--- src/rtl/midi_note_tx.sv ---
// midi_note_tx: queued MIDI Note On/Off serialiser on a 31250-baud UART line.
// Define MIDI_TX_RUNNING_STATUS_EN to drop repeated status bytes.
module midi_note_tx #(
  parameter int         CLK_HZ     = 50000000,
  parameter int         BAUD       = 31250,
  parameter logic [3:0] CHANNEL    = 4'd0,
  parameter int         FIFO_DEPTH = 4
) (
  input  logic       clk,
  input  logic       rst,
  input  logic       note_on,
  input  logic       note_off,
  input  logic [6:0] note,
  input  logic [6:0] velocity,
  output logic       tx,
  output logic       busy,
  output logic       overflow
);

  localparam int DIV = CLK_HZ / BAUD;
  localparam int CW  = (DIV > 1) ? $clog2(DIV) : 1;
  localparam int AW  = (FIFO_DEPTH > 1) ? $clog2(FIFO_DEPTH) : 1;
  localparam logic [CW-1:0] CMAX = CW'(DIV - 1);
  localparam logic [AW:0]   FULL = (AW+1)'(FIFO_DEPTH);

  localparam logic [7:0] ST_ON = {4'h9, CHANNEL};
`ifdef MIDI_TX_RUNNING_STATUS_EN
  localparam bit         RS_EN   = 1'b1;
  localparam logic [7:0] ST_OFF  = {4'h9, CHANNEL};
  localparam logic [6:0] OFF_VEL = 7'h00;
`else
  localparam bit         RS_EN   = 1'b0;
  localparam logic [7:0] ST_OFF  = {4'h8, CHANNEL};
  localparam logic [6:0] OFF_VEL = 7'h40;
`endif

  typedef enum logic [1:0] {
    S_IDLE,
    S_START,
    S_DATA,
    S_STOP
  } state_t;

  // Entry layout: {is_note_on, note, third_byte}
  logic [14:0]   r_mem [FIFO_DEPTH];
  logic [AW-1:0] r_wptr;
  logic [AW-1:0] r_rptr;
  logic [AW:0]   r_count;
  logic          r_overflow;

  logic        w_strobe;
  logic        w_full;
  logic        w_empty;
  logic        w_push;
  logic        w_pop;
  logic [14:0] w_head;
  logic [7:0]  w_head_st;
  logic        w_skip;

  assign w_strobe  = note_on | note_off;
  assign w_full    = (r_count == FULL);
  assign w_empty   = (r_count == '0);
  assign w_push    = w_strobe & ~w_full;
  assign w_head    = r_mem[r_rptr];
  assign w_head_st = w_head[14] ? ST_ON : ST_OFF;

  always_ff @(posedge clk) begin
    if (w_push) begin
      r_mem[r_wptr] <= {note_on, note, note_on ? velocity : OFF_VEL};
    end
  end

  always_ff @(posedge clk) begin
    if (rst) begin
      r_wptr     <= '0;
      r_rptr     <= '0;
      r_count    <= '0;
      r_overflow <= 1'b0;
    end else begin
      if (w_push) r_wptr <= r_wptr + 1'b1;
      if (w_pop)  r_rptr <= r_rptr + 1'b1;
      r_count    <= r_count + (AW+1)'(w_push) - (AW+1)'(w_pop);
      r_overflow <= w_strobe & w_full;
    end
  end

  state_t        r_state;
  logic [CW-1:0] r_cnt;
  logic [2:0]    r_bit;
  logic [1:0]    r_idx;
  logic [7:0]    r_shift;
  logic [6:0]    r_note;
  logic [6:0]    r_d2;
  logic [7:0]    r_last;

  state_t        w_state_n;
  logic [CW-1:0] w_cnt_n;
  logic [2:0]    w_bit_n;
  logic [1:0]    w_idx_n;
  logic [7:0]    w_shift_n;
  logic [6:0]    w_note_n;
  logic [6:0]    w_d2_n;
  logic [7:0]    w_last_n;
  logic          w_tick;
  logic          w_load;

  assign w_tick = (r_cnt == CMAX);
  assign w_skip = RS_EN && (w_head_st == r_last);

  always_ff @(posedge clk) begin
    if (rst) begin
      r_state <= S_IDLE;
      r_cnt   <= '0;
      r_bit   <= '0;
      r_idx   <= '0;
      r_shift <= 8'hFF;
      r_note  <= '0;
      r_d2    <= '0;
      r_last  <= '0;
    end else begin
      r_state <= w_state_n;
      r_cnt   <= w_cnt_n;
      r_bit   <= w_bit_n;
      r_idx   <= w_idx_n;
      r_shift <= w_shift_n;
      r_note  <= w_note_n;
      r_d2    <= w_d2_n;
      r_last  <= w_last_n;
    end
  end

  always_comb begin
    w_state_n = r_state;
    w_cnt_n   = r_cnt;
    w_bit_n   = r_bit;
    w_idx_n   = r_idx;
    w_shift_n = r_shift;
    w_note_n  = r_note;
    w_d2_n    = r_d2;
    w_last_n  = r_last;
    w_load    = 1'b0;
    w_pop     = 1'b0;
    unique case (r_state)
      S_IDLE: begin
        w_load = ~w_empty;
      end
      S_START: begin
        w_cnt_n = r_cnt + 1'b1;
        if (w_tick) begin
          w_cnt_n   = '0;
          w_bit_n   = '0;
          w_state_n = S_DATA;
        end
      end
      S_DATA: begin
        w_cnt_n = r_cnt + 1'b1;
        if (w_tick) begin
          w_cnt_n   = '0;
          w_shift_n = {1'b1, r_shift[7:1]};
          w_bit_n   = r_bit + 1'b1;
          if (r_bit == 3'd7) w_state_n = S_STOP;
        end
      end
      S_STOP: begin
        w_cnt_n = r_cnt + 1'b1;
        if (w_tick) begin
          w_cnt_n = '0;
          if (r_idx != 2'd2) begin
            w_idx_n   = r_idx + 1'b1;
            w_shift_n = (r_idx == 2'd0) ? {1'b0, r_note} : {1'b0, r_d2};
            w_state_n = S_START;
          end else if (!w_empty) begin
            w_load = 1'b1;
          end else begin
            w_state_n = S_IDLE;
          end
        end
      end
    endcase
    // Pop path shared by IDLE and the end of a message's last stop bit
    if (w_load) begin
      w_pop     = 1'b1;
      w_note_n  = w_head[13:7];
      w_d2_n    = w_head[6:0];
      w_last_n  = w_head_st;
      w_cnt_n   = '0;
      w_state_n = S_START;
      w_idx_n   = w_skip ? 2'd1 : 2'd0;
      w_shift_n = w_skip ? {1'b0, w_head[13:7]} : w_head_st;
    end
  end

  always_comb begin
    tx = 1'b1;
    unique case (r_state)
      S_START: tx = 1'b0;
      S_DATA:  tx = r_shift[0];
      S_IDLE:  tx = 1'b1;
      S_STOP:  tx = 1'b1;
    endcase
  end

  assign busy     = (r_state != S_IDLE) | ~w_empty;
  assign overflow = r_overflow;

endmodule

--- config.mk ---
export PLATFORM = sky130hd
export DESIGN_NAME = midi_note_tx
export DESIGN_NICKNAME = d
export VERILOG_FILES = /design/src/rtl/midi_note_tx.sv
export SDC_FILE = /design/constraint.sdc
export NUM_CORES = 1
export LEC_CHECK = 0
export CORE_ASPECT_RATIO = 0.8
export CORE_MARGIN = 5
export CORE_UTILIZATION = 55
export CTS_CLUSTER_SIZE = 40
export DETAILED_ROUTE_END_ITERATION = 6
export GPL_ROUTABILITY_DRIVEN = 0
export GPL_TIMING_DRIVEN = 1
export PLACE_DENSITY = 0.85
export SETUP_SLACK_MARGIN = 0.4
export SYNTH_ARGS = -nofsm -noshare
export SYNTH_HDL_FRONTEND = slang
export SYNTH_SLANG_ARGS = --single-unit
--- constraint.sdc ---
create_clock -name clk -period 5.3 [get_ports clk]
set_input_delay 0.53 -clock clk [delete_from_list [all_inputs] [get_ports clk]]
set_output_delay 0.53 -clock clk [all_outputs]
set_load 0.05 [all_outputs]
== Word level (Yosys, flattened, before mapping) ==
Memory sizes are Yosys's and may differ from the RTL's. A register that Yosys moved wholly into a read port is not among the register bits.
Index checks and enable logic that the tools add are counted.
Word-level totals
  memories: 1
  memory bits (writable): 60
  logic and storage cells: 90
  output and inout port bits: 3
  register bits after elaboration: 48
Operators by class
  reduce and logical (&&, ||, !) cells: 16
  mux-type cells: 30
  equality and inequality tests: 18
  bitwise gates (word level): 6
  $add $sub $neg: 7
Memories
  r_mem: depth 4, bits a word 15, read ports 1, clocked after memory_dff 1, wr ports 1, RTL line 45  | logic [14:0] r_mem [FIFO_DEPTH];
Operator list (count)
  2-to-1 mux 8 bit: 4
  inequality test 3 bit, second input constant: 6
  2-to-1 mux 2 bit: 8
  one-hot mux 8 bit (2 select lines): 1
  2-to-1 mux 7 bit: 2
  AND reduction 6 bit: 2
  adder 11 x 1 -> 11 bit, second input constant: 1
  == test 11 bit, second input constant: 1
  2-to-1 mux 11 bit: 1
  inequality test 2 bit, second input constant: 5
  2-to-1 mux 1 bit: 7
  adder 2 x 1 -> 2 bit, second input constant: 3
  == test 3 bit, second input constant: 2
  2-to-1 mux 3 bit: 2
  one-hot mux 2 bit (3 select lines): 1
  one-hot mux 3 bit (2 select lines): 1
  AND reduction 3 bit: 2
  nonzero test 3 bit: 2
  2-to-1 mux 5 bit: 1
  == test 2 bit, second input constant: 2
  zero test 2 bit: 2
  inequality test 4 bit, second input constant: 1
  AND reduction 4 bit: 1
  nonzero test 2 bit: 2
  13 further kinds: 17

== Logic depth before layout (Yosys ltp) ==
Gate-level depths: netlist (run 1).
  word-level depth: 8
  depth in mapped cells: 12
  gate-level depth less buffers: 11

== Worst setup path after synthesis (run 1) ==
No wires, ideal clock.
  path type: reg2reg
  from: reg r_state[0]
  to: reg r_count[2]
  library setup time: 0.128 ns
  path buffers: 1
  clock period less this slack: 2.651 ns
  required time: 5.172 ns
  cell stages (with the launch flop): 12
  path slack: 2.649 ns
  data arrival time: 2.523 ns
  cells stage by stage: dfxtp_1 inv_1 ha_1 nor3_1 a21oi_4 buf_6 xnor2_1 ha_1 fa_1 xnor2_1 xnor2_1 nor2_1
On the way
  longest elaborated chain between the ends: 4
  elaborated cells between the ends (all ways): 5
  classes of those cells: add/sub (1); eq/ne (1); mux (2); reduce/logical (1)
Ends and longest elaborated chain
  start, declared: RTL line 87  | state_t r_state;
  start signal, assigned: RTL line 121  | r_state <= w_state_n;
  == test 2 bit or zero test 2 bit (tied branches): RTL line 143  | unique case (r_state)
  one-hot mux 1 bit (2 select lines) *: RTL line 143
  2-to-1 mux 1 bit *: RTL line 181  | if (w_load) begin
  subtractor 3 x 1 -> 3 bit *: RTL line 82  | r_count <= r_count + (AW+1)'(w_push) - (AW+1)'(w_pop);
  end signal, assigned: RTL line 82
  end, declared: RTL line 48  | logic [AW:0] r_count;
Every way passes the cells marked *; elsewhere a longest branch is shown, timed or not.
A chain may end at the register's enable or synchronous reset.

== Worst setup path in the final report (run 1) ==
Same ends and word-level chain as after synthesis.

==> results of run 1 <==
==> sequential cells by signal, summed over array words and instances (netlist names), named ones only <==
name	count
r_mem	60
r_cnt	11
r_wptr	2
r_count	3
r_rptr	2
r_note	7
overflow	1
r_shift	8
r_d2	7
r_state	2
r_idx	2
r_bit	3
==> final cells by class <==
cell class	instances	area [µm²]	area share [%]
Multi-Input combinational cell	234	1740	33.9
Clock buffer	10	128	2.49
Inverter	8	30.0	0.586
Tap cell	112	140	2.73
Sequential cell	110	2800	54.7
Clock inverter	6	78.8	1.54
Timing Repair Buffer	21	208	4.05
==> synthesized netlist by cell type, types with 8 or more instances <==
| cell | number |
|---|---|
| a21oi_1 | 35 |
| and2_1 | 11 |
| clkbuf_1 | 8 |
| dfxtp_1 | 50 |
| edfxtp_1 | 60 |
| ha_1 | 14 |
| inv_1 | 8 |
| mux2i_1 | 15 |
| mux4_2 | 15 |
| nand2_1 | 39 |
| nor2_1 | 29 |
| o21ai_0 | 8 |
| xnor2_1 | 8 |
==> stage by stage <==
step                worst slack (ps)  hold slack [ps]  cells  util [%]
finish                          2050              457    501      61.2
global route                    1720              484    501      61.2
CTS                             2020              460    501      61.2
floorplan                       2650              431    368         -
global placement                2240              439    485      58.8
detailed placement              2030              446    485      58.8
==> routing by layer <==
metal	share of wire (%)	vias to the layer above	routed length (µm)
met3	3.9	10	299
met4	1.2	0	93
li1	-	1354	-
met1	46	1305	3560
met5	0	-	0
met2	49	50	3800
==> worst min-delay path, stage by stage (launching register included) <==
cell     delay [ps]
dfxtp_1         320
nand2_1          50
a21oi_1          50
==> power breakdown <==
part	internal, µW	switching, µW
registers	1100	121
clock network	229	283
logic	317	407
total	1650	811
==> kinds of logic (layout without fill, tap and decap cells) <==
group           count (synthesis)  in the layout  synth area share (%)
simple gates                  117            117                  12.7
flops                         110            110                  60.1
compound gates                 60             60                  7.72
mux                            30             30                  10.5
buf+inv                        24             45                  2.65
fa+ha+maj                      15             15                  4.18
xor+xnor                       12             12                  2.25
==> worst max path at each step <==
stage,start,endpoint
2_1_floorplan,r_state[0],r_count[2]
3_3_place_gp,r_state[0],r_count[2]
3_5_place_dp,r_state[0],r_count[2]
4_1_cts,r_state[0],r_count[2]
5_1_grt,r_state[0],r_count[2]
6_report,r_state[0],r_count[2]
==> flow_summary_export.csv, run 1 <==
group,metric,value,unit
synth,yosysTopAreaCell,"edfxtp_1",
drt,drtPass1Iterations,4,
status,status,"completed",
synth,synth_edf_count,60,
hold_path,hold_start,"r_d2[0]",
synth,async_flop_share,0,%
sta,max_freq,308,MHz
sta,period_minus_slack,3250,ps
drt,vias,2719,
power,power_density,480,nW/µm²
sta,finalCritPeriodShare,61.3,%
power,peakVddDrop,0.285,mV
floorplanning,die_h,92.4,µm
sta,setup_tns,0,ps
final_layout,layout_commonest_cell,"edfxtp_1",
cts,cts_setup_buffers,0,
floorplanning,boundaryPins,21,
floorplanning,initial_core_util,55.7,%
sta,worst_pin_slew,991,ps
setup_path,cp_top_family,"adder cells",
cts,clkSinkCount,110,
setup_path,crit_path_max_incr_delay,610,ps
cts,clk_path_buf_depth,2,
cts,cts_root_buffer,"clkbuf_8",
setup_path,crit_type,"reg2reg",
cts,path_clk_slew,100,ps
hold_path,holdPathEnd,"r_d2[0]",
synth,synth_top_area_share,38.6,%
global_route,antenna_found_initial,0,
cts,cts_buffers,9,
placement,place_area,4920,µm²
final_layout,diodes,0,
synth,syn_nets,401,
final_layout,design_area,5130,µm²
hold_path,hold_class,"reg2reg",
synth,synthFlopType,"edfxtp_1",
floorplanning,coreArea,8370,µm²
drt,viasPerCell,5.43,
final_layout,layout_common_cells,"edfxtp_1, dfxtp_1, nand2_1",
setup_path,r2r_cells,10,
global_route,top_usage_layer,"met2",
setup_path,cp_num_buf_inv,0,
synth,synth_area,4670,µm²
sta,drv_slew,0,
global_route,met3_usage,4.77,%
flow_run,cap_violations,0,
final_layout,drive_gt1_share,10.8,%
synth,netlist_instances,368,
floorplanning,num_rows,30,
drt,post_drt_wl_per_cell,15.5,µm
final_layout,area_growth,9.87,%
setup_path,crit_path_max_fanout,22,
sta,skew,8.57,ps
synth,synth_warnings,0,
sta,rsz0062_at_grt,"no",
drt,drc,0,
cts,post_cts_resized,0,
setup_path,worstPathArrival,3510,ps
synth,syn_avg_cell_area,12.7,µm²
sta,hold_viol,0,
setup_path,rrSetupSlack,2050,ps
final_layout,nFillCells,640,
floorplanning,die_area,10400,µm²
global_route,gr-usage-met2,25.5,%
setup_path,crit_slowest_cell,"ha_1",
placement,port_buffers,20,
synth,synth_area_leaders,"edfxtp_1, dfxtp_1, mux4_2",
setup_path,r2r-end,"r_count[2]",
power,p_leak,0.00179,µW
placement,hpwl,5.31,mm
setup_path,critPathLaunchType,"flip-flop",
sta,setup_viol_count_final,0,
drt,drtIter0Drc,128,
synth,ys_seq_elements,110,
hold_path,holdPathStages,2,
global_route,use_met1,20.4,%
setup_path,end_kind,"flip-flop",
sta,maxSlewHeadroom,33.8,%
global_route,grt_usage,15.9,%
global_route,grt_overflow,0,
setup_path,cp_cell_sequence,"ha_1 -> nand2_1 -> nor3_1 -> a21oi_4 -> xnor2_1 -> ha_1 -> fa_1 -> xnor2_1 -> xnor2_1 -> nor2_1",
cts,clk_latency,380,ps
setup_path,cp.depth,10,
synth,synth.distinct_cells,45,
drt,drt.antenna.violating_nets,0,
floorplanning,die_w,113,µm
setup_path,reg2reg_from,"r_state[0]",
final_layout,fin_nets,417,
global_route,grt_max_degree,37,
global_route,grt_pass1_vias,2651,
setup_path,path_common_cell,"xnor2_1",
cts,h-tree-depth,3,
power,power.total,2460,µW
global_route,grt_pass1_wl,12.8,mm
synth,yosysSeqAreaShare,60.1,%
drt,wl,7.76,mm
cts,cts_hold_buf,0,
cts,cts_tree,"done",
setup_path,cp.required,5560,ps
Power figures use the tool's default switching activity.
==> run 2, diff against run 1 <==
==> constraint.sdc (replaced) <==
create_clock -name clk -period 3.1 [get_ports clk]
set_input_delay 0.31 -clock clk [delete_from_list [all_inputs] [get_ports clk]]
set_output_delay 0.31 -clock clk [all_outputs]
set_load 0.05 [all_outputs]
==> flow_summary_export.csv, run 2 (same netlist as run 1, synthesis figures left out) <==
group,metric,value,unit
cts,h-tree-depth,3,
drt,drc,0,
placement,post-place-ws,395,ps
sta,setup_tns,0,ps
setup_path,crit_type,"reg2out",
sta,skew,17.6,ps
power,p_leak,0.00184,µW
final_layout,area_growth,11.5,%
floorplanning,initial_core_util,55.7,%
global_route,antenna_found_initial,0,
floorplanning,num_rows,30,
final_layout,fin_nets,426,
final_layout,largest_register,"r_mem",
cts,clkSinkCount,110,
setup_path,critPathLaunchType,"flip-flop",
sta,setup_viol_count_final,0,
global_route,grt_pass1_wl,13.6,mm
drt,wl,8.14,mm
setup_path,end_kind,"output port",
setup_path,worstPathArrival,2320,ps
final_layout,largest_register_ffs,60,
sta,hold_viol,0,
sta,setup_ws,468,ps
final_layout,diodes,0,
global_route,grt_max_degree,37,
placement,port_buffers,20,
drt,vias,2766,
power,power.total,4250,µW
final_layout,drive_gt1_share,13.8,%
floorplanning,die_w,113,µm
sta,worst_pin_slew,743,ps
drt,drt.antenna.violating_nets,0,
global_route,grt_usage,16.5,%
cts,clk_latency,380,ps
cts,cts_buffers,9,
sta,finalCritPeriodShare,84.9,%
final_layout,layout_commonest_cell,"edfxtp_1",
floorplanning,boundaryPins,21,
placement,hpwl,5.57,mm
floorplanning,die_h,92.4,µm
drt,drtIter0Drc,157,
cts,path_clk_slew,100,ps
power,peakVddDrop,0.459,mV
cts,clk_path_buf_depth,2,
sta,max_freq,380,MHz
sta,fin_hold_ws,457,ps
drt,post_drt_wl_per_cell,16.0,µm
final_layout,layout_common_cells,"edfxtp_1, dfxtp_1, nand2_1",
floorplanning,coreArea,8370,µm²
sta,rsz0062_at_grt,"yes",
flow_run,cap_violations,0,
drt,drtPass1Iterations,4,
status,status,"completed",
drt,viasPerCell,5.42,
setup_path,cp.required,2790,ps
global_route,grt_pass1_vias,2840,
cts,cts_tree,"done",
cts,cts_root_buffer,"clkbuf_8",
global_route,grt_overflow,0,
hold_path,hold_class,"reg2reg",
power,power_density,817,nW/µm²
floorplanning,die_area,10400,µm²
final_layout,largest_registers,"r_mem: 60 flops, r_cnt: 11 flops, r_shift: 8 flops",
sta,drv_slew,0,
setup_path,crit_path_max_fanout,5,
sta,period_minus_slack,2630,ps
sta,maxSlewHeadroom,50.4,%
[run 2: report_power, final]
part           internal (µW)  switching [µW]  total [µW]
clock network            326             544         870
logic                    591             725        1320
registers               1880             185        2070
[run 2: through the flow]
step                      utilization [%]  std cells  instance area (µm²)
final                                62.2        510                 5200
after global routing                 62.2        510                 5200
after CTS                            62.2        510                 5200
after detailed placement             59.6        494                 4990
after global placement               59.6        494                 4990
after floorplan                         -        368                 4670
[run 2: path summary, 6_finish.rpt]
check / start / to / slack, ps / cells past startpoint
min reg2reg: r_d2[1] / r_d2[1] / 460 / 2
max: r_state[0] / tx / 470 / 4
max reg2reg: r_state[0] / r_count[2] / 530 / 9
min: r_d2[1] / r_d2[1] / 460 / 2
[run 2: cell type report]
type | instances | area (µm²)
fill | 620 | 3170
sequential | 110 | 2800
multi-input combinational | 234 | 1750
timing repair buffer | 30 | 275
tap | 112 | 140
clock buffer | 9 | 124
clock inverter | 7 | 81.3
inverter | 8 | 30.0
[run 2: worst max-delay path, stage by stage (launching register included)]
cell,delay (ps)
dfxtp_1,410
inv_1,90
ha_1,380
a21oi_1,230
clkdlybuf4s50_1,850
[run 2: repair_timing]
action                     CTS  global route
hold buffers                 0             0
buffers inserted             0             0
gates resized for setup      2             1
setup endpoints to repair    1             1
[run 2: routing by layer]
layer	track usage (%)	vias up	wire, µm
met3	3.59	8	321
met5	0	-	0
met2	27.4	48	3990
li1	-	1367	-
met4	5.31	0	95
met1	21.6	1343	3730
==> run 3, diff against run 2 <==
--- a/config.mk
+++ b/config.mk
@@ -7,12 +7,12 @@
 export LEC_CHECK = 0
 export CORE_ASPECT_RATIO = 0.8
 export CORE_MARGIN = 5
-export CORE_UTILIZATION = 55
+export CORE_UTILIZATION = 54
 export CTS_CLUSTER_SIZE = 40
 export DETAILED_ROUTE_END_ITERATION = 6
 export GPL_ROUTABILITY_DRIVEN = 0
 export GPL_TIMING_DRIVEN = 1
-export PLACE_DENSITY = 0.85
+export PLACE_DENSITY = 0.86
 export SETUP_SLACK_MARGIN = 0.4
 export SYNTH_ARGS = -nofsm -noshare
 export SYNTH_HDL_FRONTEND = slang
==> constraint.sdc (replaced) <==
create_clock -name clk -period 2.3 [get_ports clk]
set_input_delay 0.23 -clock clk [delete_from_list [all_inputs] [get_ports clk]]
set_output_delay 0.23 -clock clk [all_outputs]
set_load 0.05 [all_outputs]
==> flow_summary_export.csv, run 3 (same netlist as run 1, synthesis figures left out) <==
group,metric,value,unit
sta,drv_slew,0,
sta,finalCritPeriodShare,94.2,%
power,peakVddDrop,0.599,mV
hold_path,hold_class,"reg2reg",
drt,viasPerCell,5.62,
final_layout,fin_nets,451,
placement,hpwl,5.80,mm
global_route,grt_pass1_vias,3158,
power,switching_share,34.7,%
drt,drt.antenna.violating_nets,0,
drt,post_drt_wl_per_cell,17.2,µm
final_layout,largest_register_ffs,60,
placement,place_area,5120,µm²
final_layout,drive_gt1_share,24.6,%
cts,cts_root_buffer,"clkbuf_8",
cts,cts_tree,"done",
drt,vias,3009,
final_layout,area_growth,18.6,%
floorplanning,coreArea,8450,µm²
status,status,"completed",
power,clock_power_share,19.1,%
cts,clk_latency,370,ps
sta,setup_viol_count_final,0,
drt,drtIter0Drc,154,
cts,clkSinkCount,110,
global_route,grt_overflow,0,
global_route,antenna_found_initial,0,
setup_path,critPathLaunchType,"flip-flop",
setup_path,crit_path_max_fanout,3,
flow_run,cap_violations,0,
final_layout,design_area,5530,µm²
power,combPwrFrac,36.2,%
setup_path,r2r_cells,11,
hold_path,holdPathStages,2,
floorplanning,num_rows,30,
setup_path,worstPathArrival,2420,ps
final_layout,final_util,65.5,%
sta,maxSlewHeadroom,67.1,%
sta,max_freq,461,MHz
cts,cts_hold_buf,0,
power,power.total,6090,µW
cts,path_clk_slew,110,ps
floorplanning,die_w,114,µm
setup_path,crit_type,"reg2reg",
final_layout,layout_common_cells,"edfxtp_1, dfxtp_1, nand2_1",
drt,drc,0,
sta,period_minus_slack,2170,ps
global_route,grt_max_degree,36,
final_layout,largest_registers,"r_mem: 60 flops, r_cnt: 11 flops, r_shift: 8 flops",
sta,skew,12.7,ps
setup_path,cp.required,2560,ps
power,seqPwrFrac,44.8,%
hold_path,hold_start,"r_d2[6]",
cts,cts_buffers,9,
placement,port_buffers,20,
cts,clk_path_buf_depth,2,
drt,wl,9.19,mm
cts,h-tree-depth,3,
final_layout,largest_register,"r_mem",
sta,worst_pin_slew,491,ps
global_route,grt_usage,18.2,%
floorplanning,die_h,93.1,µm
setup_path,r2r-end,"r_count[2]",
setup_path,end_kind,"flip-flop",
hold_path,holdPathEnd,"r_d2[6]",
final_layout,diodes,0,
floorplanning,boundaryPins,21,
sta,rsz0062_at_grt,"yes",
power,p_leak,0.00199,µW
power,power_density,1100,nW/µm²
global_route,grt_pass1_wl,15.2,mm
final_layout,layout_commonest_cell,"edfxtp_1",
power,internal_power,3970,µW
floorplanning,die_area,10600,µm²
power,p_switching,2120,µW
drt,drtPass1Iterations,4,
floorplanning,initial_core_util,55.2,%
setup_path,reg2reg_from,"r_state[1]",
setup_path,rrSetupSlack,130,ps
sta,hold_viol,0,
sta,fin_hold_ws,458,ps
## run 3: changes by cell type in the layout (fill, tap and decap cells not counted), sizes merged
cell,change
clkbuf,+1
buf,+26
clkdlybuf4s50,-2
## run 3: metrics by stage
step / instances / setup slack (ps) / TNS (ps)
finish: 535 / 132 / 0
global route: 535 / 5.56 / 0
CTS: 530 / 148 / 0
detailed placement: 502 / -43.6 / -43.6
global placement: 502 / 16.2 / 0
floorplan: 368 / -62.1 / -62.1
## run 3: how the worst max path moves through the flow
stage                          start    endpoint  slack (ps)  cells after the start
after floorplan             r_cnt[1]  r_count[2]         -60                     12
after global placement       note_on  r_count[2]          20                      9
after detailed placement  r_state[0]  r_count[2]         -40                     10
after CTS                 r_state[1]  r_count[2]         150                     10
after global routing      r_state[1]  r_count[2]           6                     11
final                     r_state[1]  r_count[2]         130                     11
## run 3: worst max-delay path, stage by stage, from the launching register on
cell     delay, ps
dfxtp_2        370
buf_4          140
ha_4           150
nand2_2         70
nor3_4         180
a21oi_4        100
xnor2_2        140
ha_2           200
fa_2           350
xnor2_2        160
xnor2_1        140
nor2_1          60
## run 3: timing repair
action / in CTS / in global routing
setup buffers: 11 / 5
endpoints found under the setup margin: 5 / 28
resized for setup: 16 / 8
gates cloned: 1 / 0
pin swaps: 8 / 6
## run 3: final cells by class
class,instances,area (µm²)
clock buffer,9,124
clock inverter,7,81.3
fill,587,2910
inverter,8,30.0
multi-input combinational,234,1880
sequential,110,2810
tap,112,140
timing repair buffer,55,469
## run 3: metal layers
metal | wire, µm | track usage [%]
met1 | 3890 | 23.2
met4 | 87 | 5.64
met3 | 427 | 3.49
met2 | 4780 | 31.4
met5 | 0 | 0
## run 3: power by group through the flow
stage	Combinational [µW]	Sequential [µW]	Clock [µW]
6_report	2200	2730	1160
5_1_grt	2410	2760	1270
4_1_cts	2150	2730	1190
3_5_place_dp	2000	2770	0
3_3_place_gp	1920	2740	0
2_1_floorplan	1530	2730	0
